File: src/rtl/axis_deadlock_watchdog.sv
// Purpose : stall watchdog; qualifies a blocked condition, counts consecutive blocked
//           cycles, declares a sticky deadlock at THRESH and keeps stall statistics.
// Latency : 1 cycle, all outputs registered. Backpressure: none, pure observer.
//
// Ports:
//   kernel_monitor_clock  single clock, rising edge
//   kernel_monitor_reset  synchronous active-high reset
//   axis_block_sigs       per-channel blocked flags (bit i = channel i blocked)
//   inst_block_sigs       per-instance blocked flags
//   inst_idle_sigs        per-instance idle flags; all idle suppresses the block
//   clear                 synchronous clear of state and statistics (beats blk)
//   deadlock              sticky deadlock flag
//   deadlock_cause        axis_block_sigs captured when deadlock was declared
//   stall_cycles          length of current/last stall (saturating)
//   max_stall             longest stall since reset/clear (saturating)
//   stall_events          number of stalls started since reset/clear (saturating)
module axis_deadlock_watchdog #(
    parameter int N_AXIS = 2,
    parameter int N_INST = 1,
    parameter int THRESH = 1024,
    parameter int CNT_W  = 16
) (
    input  logic              kernel_monitor_clock,
    input  logic              kernel_monitor_reset,
    input  logic [N_AXIS-1:0] axis_block_sigs,
    input  logic [N_INST-1:0] inst_block_sigs,
    input  logic [N_INST-1:0] inst_idle_sigs,
    input  logic              clear,
    output logic              deadlock,
    output logic [N_AXIS-1:0] deadlock_cause,
    output logic [CNT_W-1:0]  stall_cycles,
    output logic [CNT_W-1:0]  max_stall,
    output logic [CNT_W-1:0]  stall_events
);

    typedef enum logic [1:0] {
        ST_RUN   = 2'd0,
        ST_STALL = 2'd1,
        ST_DEAD  = 2'd2
    } state_t;

    localparam logic [CNT_W-1:0] C_MAX    = {CNT_W{1'b1}};
    localparam logic [CNT_W-1:0] C_ONE    = CNT_W'(1);
    localparam logic [CNT_W-1:0] C_THRESH = CNT_W'(THRESH);

    // ------------------------------------------------------------------
    // State and statistics registers
    // ------------------------------------------------------------------
    state_t              r_state;
    logic                r_deadlock;
    logic [N_AXIS-1:0]   r_deadlock_cause;
    logic [CNT_W-1:0]    r_stall_cycles;
    logic [CNT_W-1:0]    r_max_stall;
    logic [CNT_W-1:0]    r_stall_events;

    // ------------------------------------------------------------------
    // Next-state values
    // ------------------------------------------------------------------
    state_t              w_nxt_state;
    logic                w_nxt_deadlock;
    logic [N_AXIS-1:0]   w_nxt_deadlock_cause;
    logic [CNT_W-1:0]    w_nxt_stall_cycles;
    logic [CNT_W-1:0]    w_nxt_max_stall;
    logic [CNT_W-1:0]    w_nxt_stall_events;

    logic                w_blk;
    logic [CNT_W-1:0]    w_stall_cycles_inc;
    logic [CNT_W-1:0]    w_stall_events_inc;

    // A blocked instance or channel only counts while at least one instance is
    // still active; a fully idle design is not stalled, merely finished.
    assign w_blk = ((|axis_block_sigs) | (|inst_block_sigs)) & ~(&inst_idle_sigs);

    // Saturating increments: counters stick at all-ones instead of wrapping.
    assign w_stall_cycles_inc = (r_stall_cycles == C_MAX) ? r_stall_cycles
                                                          : r_stall_cycles + C_ONE;
    assign w_stall_events_inc = (r_stall_events == C_MAX) ? r_stall_events
                                                          : r_stall_events + C_ONE;

    always_comb begin
        w_nxt_state          = r_state;
        w_nxt_deadlock       = r_deadlock;
        w_nxt_deadlock_cause = r_deadlock_cause;
        w_nxt_stall_cycles   = r_stall_cycles;
        w_nxt_max_stall      = r_max_stall;
        w_nxt_stall_events   = r_stall_events;

        if (clear) begin
            // Clear wins over blk: no stall may start on the clearing edge.
            w_nxt_state          = ST_RUN;
            w_nxt_deadlock       = 1'b0;
            w_nxt_deadlock_cause = '0;
            w_nxt_stall_cycles   = '0;
            w_nxt_max_stall      = '0;
            w_nxt_stall_events   = '0;
        end else begin
            case (r_state)
                ST_RUN: begin
                    if (w_blk) begin
                        w_nxt_state        = ST_STALL;
                        w_nxt_stall_cycles = C_ONE;
                        w_nxt_stall_events = w_stall_events_inc;
                        if (r_max_stall == '0) begin
                            w_nxt_max_stall = C_ONE;
                        end
                    end
                end

                ST_STALL: begin
                    if (w_blk) begin
                        w_nxt_stall_cycles = w_stall_cycles_inc;
                        if (w_stall_cycles_inc > r_max_stall) begin
                            w_nxt_max_stall = w_stall_cycles_inc;
                        end
                        // Threshold is compared against the post-increment count so
                        // that deadlock rises on exactly the THRESH-th blocked edge.
                        if (w_stall_cycles_inc == C_THRESH) begin
                            w_nxt_state          = ST_DEAD;
                            w_nxt_deadlock       = 1'b1;
                            w_nxt_deadlock_cause = axis_block_sigs;
                        end
                    end else begin
                        // stall_cycles keeps the length of the stall just ended.
                        w_nxt_state = ST_RUN;
                    end
                end

                ST_DEAD: begin
                    // Sticky: everything holds until clear or reset.
                    w_nxt_state = ST_DEAD;
                end

                default: begin
                    w_nxt_state = ST_RUN;
                end
            endcase
        end
    end

    always_ff @(posedge kernel_monitor_clock) begin
        if (kernel_monitor_reset) begin
            r_state          <= ST_RUN;
            r_deadlock       <= 1'b0;
            r_deadlock_cause <= '0;
            r_stall_cycles   <= '0;
            r_max_stall      <= '0;
            r_stall_events   <= '0;
        end else begin
            r_state          <= w_nxt_state;
            r_deadlock       <= w_nxt_deadlock;
            r_deadlock_cause <= w_nxt_deadlock_cause;
            r_stall_cycles   <= w_nxt_stall_cycles;
            r_max_stall      <= w_nxt_max_stall;
            r_stall_events   <= w_nxt_stall_events;
        end
    end

    assign deadlock       = r_deadlock;
    assign deadlock_cause = r_deadlock_cause;
    assign stall_cycles   = r_stall_cycles;
    assign max_stall      = r_max_stall;
    assign stall_events   = r_stall_events;

endmodule

File: config.mk
export PLATFORM = sky130hd
export DESIGN_NAME = axis_deadlock_watchdog
export DESIGN_NICKNAME = d
export VERILOG_FILES = /design/src/rtl/axis_deadlock_watchdog.sv
export SDC_FILE = /design/constraint.sdc
export NUM_CORES = 1
export LEC_CHECK = 0
export ABC_AREA = 1
export BUFFER_PORTS_ARGS = -buffer_cell sky130_fd_sc_hd__buf_2
export CORE_UTILIZATION = 25
export DETAILED_ROUTE_END_ITERATION = 10
export PLACE_DENSITY = 0.39
export RECOVER_POWER = 25
export SLEW_MARGIN = 20
export SYNTH_ARGS = -nofsm -noshare
export SYNTH_HDL_FRONTEND = slang
export SYNTH_SLANG_ARGS = --single-unit
File: constraint.sdc
create_clock -name kernel_monitor_clock -period 2.8 [get_ports kernel_monitor_clock]
set_input_delay 0.56 -clock kernel_monitor_clock [delete_from_list [all_inputs] [get_ports kernel_monitor_clock]]
set_output_delay 0.56 -clock kernel_monitor_clock [all_outputs]
set_load 0.05 [all_outputs]
== Word-level counts from Yosys, hierarchy flattened ==
Cells that the tools add are included.

* Add/subtract/negate cells: 2
* Multipliers: 0
* Divide/modulo/power cells: 0
* Order comparisons: 1
* Eq/ne operators: 10
* Shifts and indexed selects: 0
* Mux-type cells: 13
* Bitwise logic cells: 4
* Reductions and logical operators: 10

{| class="wikitable"
|+ Operators with widths
! kind !! count
|-
| 16-bit 2-to-1 mux || 7
|-
| 16-bit case mux with 2 select lines || 2
|-
| 16-bit by 1-bit adder with 16-bit output (second input constant) || 2
|-
| 16-bit equality test (second input constant) || 2
|-
| 16-bit by 11-bit equality test with 1-bit output (second input constant) || 1
|-
| 16-bit > comparator || 1
|-
| 16-bit logical NOT || 1
|-
| 3-bit AND reduction || 3
|-
| 2-bit != test (second input constant) || 4
|-
| 2-bit 2-to-1 mux || 3
|-
| 2-bit case mux with 3 select lines || 1
|-
| 5-bit AND reduction || 1
|-
| 2-bit OR reduction || 2
|-
| 3-bit != test (second input constant) || 1
|-
| 2-bit by 1-bit equality test with 1-bit output (second input constant) || 1
|-
| 2-bit equality test (second input constant) || 1
|-
| 2-bit logical NOT || 1
|-
| 1-bit inverter || 2
|-
| 2-bit AND reduction || 1
|-
| 2-bit nonzero test || 1
|-
| 1-bit AND || 1
|-
| 1-bit bitwise OR || 1
|}

* Flip-flop bits (word level): 53
* Bits in latches: 0
* Bits in writable memories: 0
* ROM bits: 0
* Output and inout bits: 51
* Memories: 0

== Logic depth before layout (Yosys ltp) ==
* Word-level depth: 6
* Depth in mapped cells: 22
* Depth with buffers taken out: 20

== Worst setup path before layout ==
Ideal clock, no wire load.

* Kind: reg-to-reg
* Start point: register r_stall_cycles[0] (netlist: stall_cycles[0])
* End point: register r_max_stall[0] (netlist: max_stall[0])
* Library setup time: 113 ps
* Arrival time: 3150 ps
* Data required time: 2687 ps
* Path slack: -463 ps
* Cell stages (with the launch flop): 22
* Buffers on the path: 3
* Clock period less this slack: 3263 ps
* Cells stage by stage: dfxtp_1 ha_1 inv_1 nor2_2 nand2_4 inv_1 nand2_2 buf_4 nand2_1 ha_1 a21oi_1 o21ai_0 a21o_1 nand2_1 nand2_1 nand2_1 nand2_1 and2_1 buf_2 buf_4 nor2_1 nor2_1

* Word-level cells in the longest chain between the ends: 5

{| class="wikitable"
|+ Ends and longest elaborated chain
! element !! RTL line !! source
|-
| start: declaration || 52 || <nowiki>logic [CNT_W-1:0] r_stall_cycles;</nowiki>
|-
| start signal: assignment || 152 || <nowiki>r_stall_cycles <= w_nxt_stall_cycles;</nowiki>
|-
| 16-bit by 1-bit adder with 16-bit output or 16-bit equality test (tied branches) || 76, 75 ||
|-
| 16-bit 2-to-1 mux (*) || 75 || <nowiki>assign w_stall_cycles_inc = (r_stall_cycles == C_MAX) ? r_stall_cycles</nowiki>
|-
| 16-bit > comparator or 16-bit 2-to-1 mux (tied branches) || 112 || <nowiki>if (w_stall_cycles_inc > r_max_stall) begin</nowiki>
|-
| 2-bit != test (no line) or 16-bit 2-to-1 mux (tied branches) || -- ||
|-
| 5-bit AND reduction (no line) or 16-bit case mux with 2 select lines (tied branches) || -- ||
|-
| end signal: assignment || 153 || <nowiki>r_max_stall <= w_nxt_max_stall;</nowiki>
|-
| end: declaration || 53 || <nowiki>logic [CNT_W-1:0] r_max_stall;</nowiki>
|}

Every way passes the cells marked *; elsewhere a longest branch is shown, timed or not. The select of a mux whose other input is x is not followed.
A chain may end at the register's enable or synchronous reset.

== Worst setup path after layout ==
* Start point: register r_stall_cycles[0] (netlist: stall_cycles[0])
* End point: register r_max_stall[13] (netlist: max_stall[13])

Same word-level chain as after synthesis.

==> metrics.cfg <==
[critical_path]
r2r.worst_path.cells = 20
crit-reg2reg-launch = stall_cycles[0]
crit_start = stall_cycles[0]
crit_type = register to register
critPathMaxStageDelay_ns = 0.37
path_cells = ha_4 -> inv_1 -> nor2_2 -> nand2_4 -> nor2_8 -> buf_12 -> a21oi_2 -> inv_1 -> ha_1 -> a21oi_1 -> nand3b_1 -> a21oi_1 -> nor2_1 -> nand2_1 -> nand2_1 -> nand2_2 -> buf_8 -> nand3_1 -> nand2_1 -> nor2_1
setup.worst_path.end = max_stall[13]
worstSetupEndpointType = register
critical_path_required_ns = 3.00
worst_r2r_dst = max_stall[13]
critPathArrivalTime_ns = 2.79
setup.worst_path.start_class = register
ff2ff_setup_slack_ns = 0.22
crit_fanout = 16
most_common_cell_on_crit_path = sky130_fd_sc_hd__nand2_1
cpMaxStageDelayCell = sky130_fd_sc_hd__dfxtp_4

[yosys]
synth-seq-cells = 53
synth_cells = 528
seq_area_frac_synth_pct = 31.5
netlist_area_mm2 = 0.00337
post_synth_main_area_contributors = sky130_fd_sc_hd__dfxtp_1 (32%), sky130_fd_sc_hd__nand2_1 (14%), sky130_fd_sc_hd__nor2_1 (9.0%), sky130_fd_sc_hd__inv_1 (7.4%), sky130_fd_sc_hd__ha_1 (6.7%)
synth_area_per_cell_um2 = 6.37
ys.warnings.count = 0
ys_async_sr_fraction_pct = 0
synth.largest_area_cell = sky130_fd_sc_hd__dfxtp_1
synth_edf_count = 0
synthDominantCellAreaShare_pct = 31.5
synth_nets = 553
synth_unique_cells = 33
postSynth.topFlopCell = sky130_fd_sc_hd__dfxtp_1

[global_routing]
wire_length_of_the_first_global_routing_pass_um = 18100
grt_remaining_overflow = 0
number_of_global_route_vias_before_repair = 3522
grt_start_max_net_pins = 40
grt_antenna_before_repair = 0
globalRouteTotalUtil_pct = 16.7

[timing]
total_negative_setup_slack_ns = 0
timing.final.crit_share_pct = 92.3
hold_slack_ns = 0.430
final_critical_path_required_period_ns = 2.58
setup-violations-final = 0
finalMaxSlewViolations = 0
timing.slew.headroom_pct = 59.7
grt_setup_unrepaired = false
clock-skew-final_ns = 0.00552
final-hold-violation-count = 0
timing.fmax_ghz = 0.387
tightestPinTransition_ns = 0.607

[layout]
fill_cells = 1464
multi_input_comb_area_mm2 = 0.00209
drive_gt1_share_pct = 23.6
antenna-diode-count = 0
commonest_non_fill_non_tap_cell_in_the_layout = sky130_fd_sc_hd__nand2_1
areaGrowthSynthToFinish_pct = 28.4
layout.cells.most_common_list = sky130_fd_sc_hd__nand2_1 (120), sky130_fd_sc_hd__nor2_1 (76), sky130_fd_sc_hd__inv_1 (65)
layout.nets = 633
ff_latch_area_mm2 = 0.00109

[cts]
root_buffer = sky130_fd_sc_hd__clkbuf_16
cts-root-to-sink-buffers = 2
cts_max_level = 2
clk_latency_ns = 0.31
tritoncts = yes
tritoncts_num_sinks = 53
hold_buffers = 0
clkSlewWorstSetupHoldPaths_ns = 0.08
cts_inserted_buffers = 5

[flow_run]
max-cap-violations = 0

[routing]
wl_um = 11300
routed_via_density = 4.69
post-route-drc-count = 0
drt_first_iter_violations = 207
routedWlPerCell_um = 14.4
dr_total_vias = 3679
detail-route-antenna-nets = 0
dr.pass1.iters = 6

[power_and_ir_drop]
clock_power_share_pct = 29.5
combPwrFrac_pct = 33.4
sw_frac_of_total_pct = 39.4
switchingPower_uw = 903
total_leakage_power_uw = 0.00194
power.density_mw_per_mm2 = 531
power.ir.vdd_worst_mv = 0.209
seqPwrFrac_pct = 37.1
p_int_uw = 1390

[die]
floorplan.die.height_um = 118
floorplan.initialDensity_pct = 25.5
std_cell_rows = 42
design.die.area_mm2 = 0.0139
num_io_pins = 58
core_region_area_mm2 = 0.0132
dieWidth_um = 118

[placed_design]
place.gp.congestion = 0.836
hpwlAfterDp_um = 8880
buffer_ports.inserted = 57

[run_status]
run_status = completed

[worst_hold_path]
hold_path.class = register to register

critical path, delay by kind of cell, from the launching register on:
family,cells,cell delay (ns)
AOI/OAI and AO/OA,3,0.33
adders and majority gates,2,0.48
buffers and inverters,4,0.44
DFF,1,0.37
and+or+nand+nor,11,0.85
stage by stage:
stage	cell area (µm²)	util (%)	power [µW]	setup WS (ns)	std cells
after global placement	4040	30.6	1610	-0.145	773
after floorplan	3410	-	1430	0.00459	528
after detailed placement	4040	30.6	1610	-0.175	773
after global routing	4320	32.8	2450	0.00141	785
final	4320	32.8	2290	0.216	785
after CTS	4200	31.8	2300	0.0295	781
cells in the mapped netlist, types with 3 or more instances:
cell / number
sky130_fd_sc_hd__o21ai_0: 24
sky130_fd_sc_hd__nor4_1: 6
sky130_fd_sc_hd__o21bai_1: 3
sky130_fd_sc_hd__inv_1: 66
sky130_fd_sc_hd__a21oi_1: 40
sky130_fd_sc_hd__nor2_2: 7
sky130_fd_sc_hd__nand2_2: 4
sky130_fd_sc_hd__inv_2: 3
sky130_fd_sc_hd__dfxtp_1: 53
sky130_fd_sc_hd__xor2_1: 5
sky130_fd_sc_hd__nand2_1: 125
sky130_fd_sc_hd__nand3_1: 37
sky130_fd_sc_hd__ha_1: 18
sky130_fd_sc_hd__clkbuf_1: 9
sky130_fd_sc_hd__nand4_1: 15
sky130_fd_sc_hd__nor3_1: 9
sky130_fd_sc_hd__nor2_1: 81
layout make-up:
cell class / instances / share of cell area (%)
Multi-Input combinational cell: 394 / 48.4
Sequential cell: 53 / 25.2
Timing Repair Buffer: 85 / 11.7
Inverter: 69 / 5.99
Tap cell: 176 / 5.09
Clock buffer: 5 / 2.89
Clock inverter: 3 / 0.666
flip-flops by register name, summed over array words and instances, names as in the netlist:
register        count
deadlock            1
deadlock_cause      2
max_stall          16
r_state             2
stall_cycles       16
stall_events       16
layer usage:
metal / up-vias / global-route usage [%] / part of all wire, %
met5: - / 0 / 0
met4: 0 / 5.37 / 1.7
met3: 13 / 2.96 / 4.8
met2: 97 / 29.7 / 50
met1: 1699 / 20.1 / 44
li1: 1870 / - / -
what timing repair did:
item | 4_1_cts | 5_1_grt
setup endpoints to repair | 16 | 16
gates cloned | 0 | 1
resized for setup | 3 | 25
setup buffers | 0 | 3
pin swaps | 0 | 7
cell families (layout without fill, tap and decap cells):
family,after synthesis,count (layout),share of synthesized area (%)
buffers and inverters,82,162,9.44
AOI/OAI and AO/OA,74,74,11.9
xor gates and xnor gates,7,7,1.82
and+or+nand+nor,294,295,38.7
DFF,53,53,31.5
adders and majority gates,18,18,6.69
power by group through the flow:
stage	sequential [µW]	clock (µW)	combinational [µW]
detailed placement	870	0	739
CTS	852	704	745
global placement	868	0	741
finish	851	676	767
floorplan	1010	0	419
global route	858	739	857
worst min-delay path by stage:
stage | cells after the start | end | from | slack, ns
4_1_cts | 1 | r_state[0] | r_state[0] | 0.43
3_5_place_dp | 1 | r_state[0] | r_state[0] | 0.42
2_1_floorplan | 1 | r_state[0] | r_state[0] | 0.41
3_3_place_gp | 1 | r_state[0] | r_state[0] | 0.41
6_report | 1 | r_state[0] | r_state[0] | 0.43
5_1_grt | 1 | r_state[0] | r_state[0] | 0.47
Power figures use the tool's default switching activity.
